$ cat src/rtl/weight_sched_if.sv
// weight_sched_if: start/FC handshake, ROM read port and weight outputs of weight_sched.
interface weight_sched_if #(
  parameter int FC_UNITS = 10,
  parameter int AW       = 8
);
  logic                start;
  logic                fc_ivalid;
  logic [FC_UNITS-1:0] rom_data;
  logic                rom_rd;
  logic [AW-1:0]       rom_addr;
  logic                weight_conv;
  logic                weight_en_0;
  logic                weight_en_1;
  logic [FC_UNITS-1:0] weight_fc;
  logic                fc_ready;
  logic                busy;
  logic                done;
  logic                underflow;
  modport master (
    output start, fc_ivalid, rom_data,
    input  rom_rd, rom_addr, weight_conv, weight_en_0, weight_en_1, weight_fc,
           fc_ready, busy, done, underflow
  );
  modport slave (
    input  start, fc_ivalid, rom_data,
    output rom_rd, rom_addr, weight_conv, weight_en_0, weight_en_1, weight_fc,
           fc_ready, busy, done, underflow
  );
endinterface

$ cat src/rtl/weight_sched.sv
// weight_sched: streams conv0/conv1 kernels serially, then feeds FC words through a 2-entry prefetch FIFO.
module weight_sched #(
  parameter int CONV_WEIGHTS = 9,
  parameter int FC_INPUTS    = 144,
  parameter int FC_UNITS     = 10,
  parameter int AW           = 8
) (
  input logic           clk,
  input logic           rstn,
  weight_sched_if.slave bus
);
  localparam int FC_BASE = 2 * CONV_WEIGHTS;
  localparam int FC_END  = FC_BASE + FC_INPUTS;
  localparam int PW      = $clog2(FC_INPUTS + 1);
  typedef logic [AW:0] addr_t;
  typedef enum logic [1:0] {IDLE, LOAD_C0, LOAD_C1, FC} state_t;
  state_t              state_q;
  addr_t               nxt_q;
  logic [AW-1:0]       last_q;
  logic [FC_UNITS-1:0] e0_q, e1_q;
  logic [1:0]          cnt_q;
  logic [PW-1:0]       pop_n_q;
  logic                infl_q, en0_q, en1_q, done_q, ready_q, uflow_q;
  logic                in_fc, pop, push, rd, last_pop, ready_d;
  logic [1:0]          cnt_p, cnt_d;
  logic [PW-1:0]       pop_n_d;
  assign in_fc    = state_q == FC;
  assign pop      = in_fc && bus.fc_ivalid && cnt_q != 2'd0;
  assign push     = infl_q;
  // a read is only issued if its word is guaranteed a FIFO slot when it lands
  assign rd       = state_q == LOAD_C0 || state_q == LOAD_C1 ||
                    (in_fc && nxt_q < addr_t'(FC_END) &&
                     {1'b0, cnt_q} + {2'b0, infl_q} - {2'b0, pop} < 3'd2);
  assign cnt_p    = cnt_q - {1'b0, pop};
  assign cnt_d    = cnt_p + {1'b0, push};
  assign pop_n_d  = pop_n_q + PW'(pop);
  assign last_pop = pop && pop_n_d == PW'(FC_INPUTS);
  assign ready_d  = ready_q || cnt_d == 2'd2 || PW'(cnt_d) == PW'(FC_INPUTS) - pop_n_d;
  assign bus.rom_rd      = rd;
  assign bus.rom_addr    = rd ? nxt_q[AW-1:0] : last_q;
  assign bus.weight_en_0 = en0_q;
  assign bus.weight_en_1 = en1_q;
  assign bus.weight_conv = (en0_q | en1_q) & bus.rom_data[0];
  assign bus.weight_fc   = cnt_q != 2'd0 ? e0_q : '0;
  assign bus.fc_ready    = ready_q;
  assign bus.busy        = state_q != IDLE;
  assign bus.done        = done_q;
  assign bus.underflow   = uflow_q;
  always_ff @(posedge clk or negedge rstn)
    if (!rstn) begin
      state_q <= IDLE;
      nxt_q   <= '0;
      last_q  <= '0;
      e0_q    <= '0;
      e1_q    <= '0;
      cnt_q   <= '0;
      pop_n_q <= '0;
      infl_q  <= 1'b0;
      en0_q   <= 1'b0;
      en1_q   <= 1'b0;
      done_q  <= 1'b0;
      ready_q <= 1'b0;
      uflow_q <= 1'b0;
    end else begin
      en0_q   <= state_q == LOAD_C0;
      en1_q   <= state_q == LOAD_C1;
      infl_q  <= rd && in_fc;
      done_q  <= 1'b0;
      e0_q    <= push && cnt_p == 2'd0 ? bus.rom_data : pop ? e1_q : e0_q;
      e1_q    <= push && cnt_p == 2'd1 ? bus.rom_data : e1_q;
      cnt_q   <= cnt_d;
      pop_n_q <= pop_n_d;
      if (rd) begin
        last_q <= nxt_q[AW-1:0];
        nxt_q  <= nxt_q + addr_t'(1);
      end
      if (in_fc && bus.fc_ivalid && cnt_q == 2'd0) uflow_q <= 1'b1;
      case (state_q)
        IDLE: if (bus.start) begin
          state_q <= LOAD_C0;
          nxt_q   <= '0;
          pop_n_q <= '0;
          uflow_q <= 1'b0;
        end
        LOAD_C0: if (nxt_q == addr_t'(CONV_WEIGHTS - 1)) state_q <= LOAD_C1;
        LOAD_C1: if (nxt_q == addr_t'(FC_BASE - 1)) state_q <= FC;
        default: begin
          ready_q <= ready_d && !last_pop;
          if (last_pop) begin
            state_q <= IDLE;
            done_q  <= 1'b1;
          end
        end
      endcase
    end
endmodule

$ cat src/flat_wrapper.sv
// flat-port wrapper written by rule: the top's interface ports become plain ports
module weight_sched_flat 
#(
  parameter int CONV_WEIGHTS = 9,
  parameter int FC_INPUTS    = 144,
  parameter int FC_UNITS     = 10,
  parameter int AW           = 8
)
  (clk, rstn, bus_start, bus_fc_ivalid, bus_rom_data, bus_rom_rd, bus_rom_addr, bus_weight_conv, bus_weight_en_0, bus_weight_en_1, bus_weight_fc, bus_fc_ready, bus_busy, bus_done, bus_underflow);
  weight_sched_if #(.FC_UNITS(FC_UNITS), .AW(AW)) bus_i ();
  input logic clk;
  input logic rstn;
  input wire logic [$bits(bus_i.start)-1:0] bus_start;
  input wire logic [$bits(bus_i.fc_ivalid)-1:0] bus_fc_ivalid;
  input wire logic [$bits(bus_i.rom_data)-1:0] bus_rom_data;
  output wire logic [$bits(bus_i.rom_rd)-1:0] bus_rom_rd;
  output wire logic [$bits(bus_i.rom_addr)-1:0] bus_rom_addr;
  output wire logic [$bits(bus_i.weight_conv)-1:0] bus_weight_conv;
  output wire logic [$bits(bus_i.weight_en_0)-1:0] bus_weight_en_0;
  output wire logic [$bits(bus_i.weight_en_1)-1:0] bus_weight_en_1;
  output wire logic [$bits(bus_i.weight_fc)-1:0] bus_weight_fc;
  output wire logic [$bits(bus_i.fc_ready)-1:0] bus_fc_ready;
  output wire logic [$bits(bus_i.busy)-1:0] bus_busy;
  output wire logic [$bits(bus_i.done)-1:0] bus_done;
  output wire logic [$bits(bus_i.underflow)-1:0] bus_underflow;
  assign bus_i.start = bus_start;
  assign bus_i.fc_ivalid = bus_fc_ivalid;
  assign bus_i.rom_data = bus_rom_data;
  assign bus_rom_rd = bus_i.rom_rd;
  assign bus_rom_addr = bus_i.rom_addr;
  assign bus_weight_conv = bus_i.weight_conv;
  assign bus_weight_en_0 = bus_i.weight_en_0;
  assign bus_weight_en_1 = bus_i.weight_en_1;
  assign bus_weight_fc = bus_i.weight_fc;
  assign bus_fc_ready = bus_i.fc_ready;
  assign bus_busy = bus_i.busy;
  assign bus_done = bus_i.done;
  assign bus_underflow = bus_i.underflow;
  weight_sched #(.CONV_WEIGHTS(CONV_WEIGHTS), .FC_INPUTS(FC_INPUTS), .FC_UNITS(FC_UNITS), .AW(AW)) u_core (.clk(clk), .rstn(rstn), .bus(bus_i));
endmodule
$ cat config.mk
export PLATFORM = sky130hd
export DESIGN_NAME = weight_sched_flat
export DESIGN_NICKNAME = d
export VERILOG_FILES = /design/src/rtl/weight_sched_if.sv /design/src/rtl/weight_sched.sv /design/src/flat_wrapper.sv
export SDC_FILE = /design/constraint.sdc
export NUM_CORES = 1
export LEC_CHECK = 0
export BUFFER_PORTS_ARGS = -buffer_cell sky130_fd_sc_hd__buf_2
export CORE_ASPECT_RATIO = 0.5
export CORE_UTILIZATION = 52
export CTS_CLUSTER_SIZE = 20
export DETAILED_ROUTE_END_ITERATION = 16
export MAX_ROUTING_LAYER = met4
export PLACE_DENSITY = 0.76
export SYNTH_ARGS = -nofsm -noshare
export SYNTH_HDL_FRONTEND = slang
export SYNTH_SLANG_ARGS = --single-unit
$ cat constraint.sdc
create_clock -name clk -period 3.25 [get_ports clk]
set_input_delay 0.1625 -clock clk [delete_from_list [all_inputs] [get_ports clk]]
set_output_delay 0.1625 -clock clk [all_outputs]
set_load 0.02 [all_outputs]
=== Yosys cells after proc, flatten, opt, wreduce, memory -nomap -nowiden ===
Index checks and enable logic that the tools add are counted.

* Register bits: 55
* Input port bits: 14
* Output and inout port bits: 26
* Word-level logic and storage cells: 79

* $add $sub $neg: 7
* Order comparisons: 2
* Equality and inequality tests: 12
* Mux-type cells: 19
* Bitwise gates (word level): 2
* Reduce and logical (&&, ||, !) cells: 24

{| class="wikitable"
|+ Operators by type and width
! kind !! number
|-
| $mux 10 || 3
|-
| $mux 9 || 3
|-
| $mux 8 || 3
|-
| $logic_and 1x1->1 || 10
|-
| $add 9x1->9 const B || 1
|-
| $eq 9x4->1 const B || 1
|-
| $eq 9x5->1 const B || 1
|-
| $lt 9x8->1 const B || 1
|-
| $add 8x1->8 || 1
|-
| $eq 2x8->1 || 1
|-
| $eq 8x8->1 const B || 1
|-
| $mux 2 || 4
|-
| $sub 8x8->8 const A || 1
|-
| $eq 2x2->1 const B || 3
|-
| $logic_not 2->1 || 3
|-
| $ne 2x2->1 const B || 3
|-
| $pmux 2 s3 || 1
|-
| $reduce_bool 2->1 || 3
|-
| $mux 1 || 5
|-
| $eq 2x1->1 const B || 2
|-
| $logic_or 1x1->1 || 4
|-
| $reduce_and 4->1 || 1
|-
| $reduce_bool 4->1 || 1
|-
| $add 2x1->3 || 1
|-
| 8 further kinds || 8
|}

=== Depth between registers and ports, before layout ===
* Depth in word-level cells: 10
* Gate-level depth with buffers: 14
* Depth with buffers taken out: 12

=== Least setup slack after synthesis ===
No wires, ideal clock.

* Path kind: reg-to-reg
* From: reg u_core.state_q[0]
* To: reg u_core.last_q[0]
* Library setup time: 186 ps
* Data arrival time: 3215 ps
* Required time: 3064 ps
* Slack: -150 ps
* Cell stages (with the launch flop): 13
* Buffers on the path: 3
* Period minus slack after synthesis: 3400 ps
* Path through: dfrtp_1 > ha_1 > o211ai_1 > buf_2 > inv_1 > ha_1 > nor2b_1 > fa_1 > nor2b_1 > a41oi_2 > buf_6 > clkbuf_1 > o21ai_0

* Longest elaborated chain between the ends: 8
* Elaborated cells between the ends (all ways): 12
* Those cells by class: add/sub (1); order compare (1); eq/ne (3); mux (1); reduce/logical (6)

{| class="wikitable"
|+ RTL lines
! item !! line !! RTL
|-
| from (decl) || weight_sched.sv:17 || <nowiki>state_t state_q;</nowiki>
|-
| from (signal assigned) || weight_sched.sv:51 || <nowiki>state_q <= IDLE;</nowiki>
|-
| from (signal assigned) || weight_sched.sv:80 || <nowiki>state_q <= LOAD_C0;</nowiki>
|-
| from (signal assigned) || weight_sched.sv:85 || <nowiki>LOAD_C0: if (nxt_q == addr_t'(CONV_WEIGHTS - 1)) state_q <= LOAD_C1;</nowiki>
|-
| $eq 2x2->1 || weight_sched.sv:27 || <nowiki>assign in_fc = state_q == FC;</nowiki>
|-
| $logic_and 1x1->1 (2 in series) || weight_sched.sv:28 || <nowiki>assign pop = in_fc && bus.fc_ivalid && cnt_q != 2'd0;</nowiki>
|-
| $sub 3x1->3 || weight_sched.sv:33 || <nowiki>{1'b0, cnt_q} + {2'b0, infl_q} - {2'b0, pop} < 3'd2);</nowiki>
|-
| $lt 3x2->1 || weight_sched.sv:33 ||
|-
| $logic_and 1x1->1 || weight_sched.sv:32 || <nowiki>(in_fc && nxt_q < addr_t'(FC_END) &&</nowiki>
|-
| $logic_or 1x1->1 * || weight_sched.sv:31 || <nowiki>assign rd = state_q == LOAD_C0 || state_q == LOAD_C1 ||</nowiki>
|-
| $mux 8 * || -- ||
|-
| via bus_rom_addr[0] || flat_wrapper.sv:17 || <nowiki>output wire logic [$bits(bus_i.rom_addr)-1:0] bus_rom_addr;</nowiki>
|-
| to (signal assigned) || weight_sched.sv:74 || <nowiki>last_q <= nxt_q[AW-1:0];</nowiki>
|-
| to (decl) || weight_sched.sv:19 || <nowiki>logic [AW-1:0] last_q;</nowiki>
|}

The timed path passes the listed nets; every way through them passes the cells marked *.
A chain may end at the register's enable or synchronous reset.

=== Worst setup path in the final report ===
* From: reg u_core.state_q[1]
* To: out bus_rom_addr[7]

* Longest elaborated chain between the ends: 8
* Elaborated cells between the ends (all ways): 12
* Those cells by class: add/sub (1); order compare (1); eq/ne (3); mux (1); reduce/logical (6)

{| class="wikitable"
|+ RTL lines
! item !! line !! RTL
|-
| $eq 2x2->1 || weight_sched.sv:27 ||
|-
| $logic_and 1x1->1 (2 in series) || weight_sched.sv:28 ||
|-
| $sub 3x1->3 || weight_sched.sv:33 ||
|-
| $lt 3x2->1 || weight_sched.sv:33 ||
|-
| $logic_and 1x1->1 || weight_sched.sv:32 ||
|-
| $logic_or 1x1->1 * || weight_sched.sv:31 ||
|-
| $mux 8 * || weight_sched.sv:40 || <nowiki>assign bus.rom_addr = rd ? nxt_q[AW-1:0] : last_q;</nowiki>
|-
| to (decl) || flat_wrapper.sv:17 ||
|}

Every way passes the cells marked *; elsewhere a longest branch is shown, timed or not.

==> metrics.yaml <==
power.combinational.fraction_pct: 52.1
worstSkewPairLatency_ns: 0.29
route.vias.total: 2344
place.port_buffers: 39
ctsLongestPathBuffers: 2
largest_net_degree_at_the_start_of_global_routing: 42
start_util_pct: 54.2
cp_max_fo: 6
cts-buffers-inserted: 5
setup_total_negative_slack_ns: 0
fp.coreArea_sq_mm: 0.00549
reg2reg_slack_ns: 0.15
path_clk_slew_ns: 0.07
first_iter_violations: 77
fp-row-count: 19
die_area_sq_mm: 0.00604
place.detailed.hpwl_mm: 4.40
status: "finished with violations"
syn_avg_cell_area_sq_um: 9.66
antenna_found_initial: 0
synth_largest_area_cell: "sky130_fd_sc_hd__dfrtp_1"
cp_data_required_time_ns: 3.09
failed_checks: "DRC, hold timing"
p_leak_uw: 0.00164
multi_input_area_sq_mm: 0.00148
max_incr_delay_on_cp_ns: 0.42
switching_share_pct: 42.4
drv_cap: 0
crit_chain: "ha_1 > o211ai_1 > inv_2 > ha_1 > nor2b_1 > fa_1 > xnor2_1 > nor2_1 > a41oi_4 > buf_4 > nand2_1 > nand2_1 > buf_2"
grt_usage_pct: 23.1
peakVddDrop_mv: 0.769
end_kind: "primary output"
synthCells: 308
mappedNetlistArea_sq_mm: 0.00297
fillers: 433
synth.lib_cells_used.distinct: 47
placement.setup.worst_slack_ns: 0.279
grt-ovfl-total: 0
synth_top_cell_area_share_pct: 46.3
critPathArrivalTime_ns: 3.05
fmax_ghz: 0.311
synth.yosys.seq_area_share_pct: 46.3
rr_worst_depth: 12
hold_viol: 12
placed_cells_incl_taps: 409
pin_count: 40
critical_path_class: "reg -> out"
timing.hold.ws_ns: -0.0114
number_of_global_route_vias_before_repair: 2327
numClockSinks: 55
synth_enable_flop_cells: 0
gp_routability_congestion: 0.877
synth-main-ff-cell: "sky130_fd_sc_hd__dfrtp_1"
power_report.internal_total_uw: 2120
hold_class: "in -> async"
detail-route-antenna-nets: 0
layout_commonest_cell: "sky130_fd_sc_hd__dfrtp_1"
slew_headroom_pct: 40.8
final_number_of_max_transition_violations: 0
ff_latch_area_sq_mm: 0.00138
final_period_minus_worst_setup_slack_ns: 3.21
diodes: 0
crit_slowest_cell: "sky130_fd_sc_hd__dfrtp_1"
mostFrequentLayoutCells: "sky130_fd_sc_hd__dfrtp_1, sky130_fd_sc_hd__nand2_1, sky130_fd_sc_hd__buf_2"
grt_first_pass_wirelength_mm: 10.5
synth_nets: 337
postSynth.asyncResetShare_pct: 100
cts.htree.levels: 2
setup_slack_ns: 0.0352
drc_errors: 2
worstSetupStartpointType: "flop"
setup_viol: 0
viasPerCell: 5.58
final.setup_skew_ns: 0.00266
switchingPower_uw: 1560
final_routed_wire_length_divided_by_cell_count_um: 15.2
final.period_utilization_pct: 98.9
worst_slew_pin_slew_ns: 0.887
power_frac_seq_pct: 31.1
yosysWarningCount: 0
area_growth_pct: 16.5
cts_tree: "done"
pwr_density_cell_mw_per_mm2: 1060
die_span_in_x_um: 109
post_synth_main_area_contributors: "sky130_fd_sc_hd__dfrtp_1, sky130_fd_sc_hd__ha_1, sky130_fd_sc_hd__nand2_1, sky130_fd_sc_hd__mux2_2, sky130_fd_sc_hd__o21ai_0"
die_h_um: 55.5
drt_first_pass_iters: 10
nets: 375
clk_root_buffer_cell: "sky130_fd_sc_hd__clkbuf_16"
yosys_register_bits: 55
p_clk_share_pct: 16.9
post_route_cells_drive_above_1_share_pct: 22.2
route.final.wire_length_mm: 6.39
finalNonFillerCells: 420
==> power groups by stage <==
stage	clock network [uW]	registers, uW	logic [uW]
after floorplan	0	1040	1390
after CTS	628	1140	1730
after global routing	658	1180	2120
final	621	1150	1920
after global placement	0	1140	1650
after detailed placement	0	1150	1710
==> state kept, by name, summed over array words and instances, names as in the netlist <==
register	cells
u_core.e0_q	10
u_core.e1_q	10
u_core.nxt_q	9
u_core.last_q	8
u_core.pop_n_q	8
u_core.cnt_q	2
u_core.state_q	2
u_core.bus.done	1
u_core.bus.fc_ready	1
u_core.bus.underflow	1
u_core.bus.weight_en_0	1
u_core.bus.weight_en_1	1
u_core.infl_q	1
==> routing by layer <==
metal	up-vias	routed length [um]	part of all wire (%)	global-route usage, %
met5	-	0	0	-
met4	0	98	1.5	7.34
met3	10	216	3.4	4.72
met2	43	3240	51	38.3
met1	1164	2830	44	28.5
li1	1127	-	-	-
==> what timing repair did <==
| item | CTS | global route |
|---|---|---|
| hold buffers | 0 | 0 |
| buffers inserted | 0 | 1 |
| gates resized for setup | 0 | 14 |
| endpoints found under the setup margin | 0 | 9 |
==> layout make-up <==
type / instances / area share [%]
clock buffers: 6 / 4.01
clock inverters: 2 / 1.01
inverters: 15 / 1.70
multi-input cells: 220 / 42.8
flip-flops and latches: 55 / 39.7
well taps: 73 / 2.64
repair buffers: 49 / 8.09
==> path summary, 6_finish.rpt <==
check | from | end
worst max register to register | u_core.state_q[1] | u_core.nxt_q[7]
min in group clk | bus_rom_data[7] | u_core.e0_q[7]
max in group asynchronous | rstn | u_core.nxt_q[5]
worst min-delay path | rstn | u_core.e0_q[2]
worst max-delay path | u_core.state_q[1] | bus_rom_addr[7]
worst min register to register | u_core.last_q[5] | u_core.last_q[5]
==> kinds of logic after synthesis <==
group	synth area share (%)
flops	46.3
buf+inv	4.71
simple gates	19.6
fa+ha+maj	6.56
compound gates	11.1
mux	8.25
xor+xnor	3.53
==> cells in the mapped netlist (3+ instances only) <==
cell and instances:
sky130_fd_sc_hd__or3_1 6, sky130_fd_sc_hd__dfrtp_1 55, sky130_fd_sc_hd__clkbuf_1 9, sky130_fd_sc_hd__a21oi_1 9, sky130_fd_sc_hd__nand2_1 42, sky130_fd_sc_hd__mux2_2 11, sky130_fd_sc_hd__nand4_1 5, sky130_fd_sc_hd__or4_1 3
sky130_fd_sc_hd__nor3b_1 3, sky130_fd_sc_hd__buf_2 7, sky130_fd_sc_hd__xor2_1 5, sky130_fd_sc_hd__and2_1 4, sky130_fd_sc_hd__mux2i_1 11, sky130_fd_sc_hd__o21ai_0 24, sky130_fd_sc_hd__xnor2_1 7, sky130_fd_sc_hd__nand3_1 7
sky130_fd_sc_hd__nor2_1 26, sky130_fd_sc_hd__nor2b_1 13, sky130_fd_sc_hd__a31oi_1 3, sky130_fd_sc_hd__ha_1 14, sky130_fd_sc_hd__inv_1 15
==> per-stage QoR <==
step | area (sq um) | util [%] | total power (uW) | hold WS (ns)
finish | 3460 | 63.1 | 3680 | -0.0114
global route | 3460 | 63.1 | 3950 | 0.0647
CTS | 3410 | 62.1 | 3500 | 0.0258
detailed placement | 3230 | 58.9 | 2860 | 0.339
global placement | 3230 | 58.9 | 2790 | 0.315
floorplan | 2970 | - | 2430 | -0.133
==> worst max-delay path, delay by kind of cell (launching register included) <==
| family | cells | cell delay (ns) |
|---|---|---|
| xor gates and xnor gates | 1 | 0.22 |
| buffers and inverters | 3 | 0.47 |
| AOI/OAI and AO/OA | 2 | 0.43 |
| DFF | 1 | 0.42 |
| and+or+nand+nor | 4 | 0.30 |
| adders and majority gates | 3 | 0.92 |
Power figures use the tool's default switching activity.
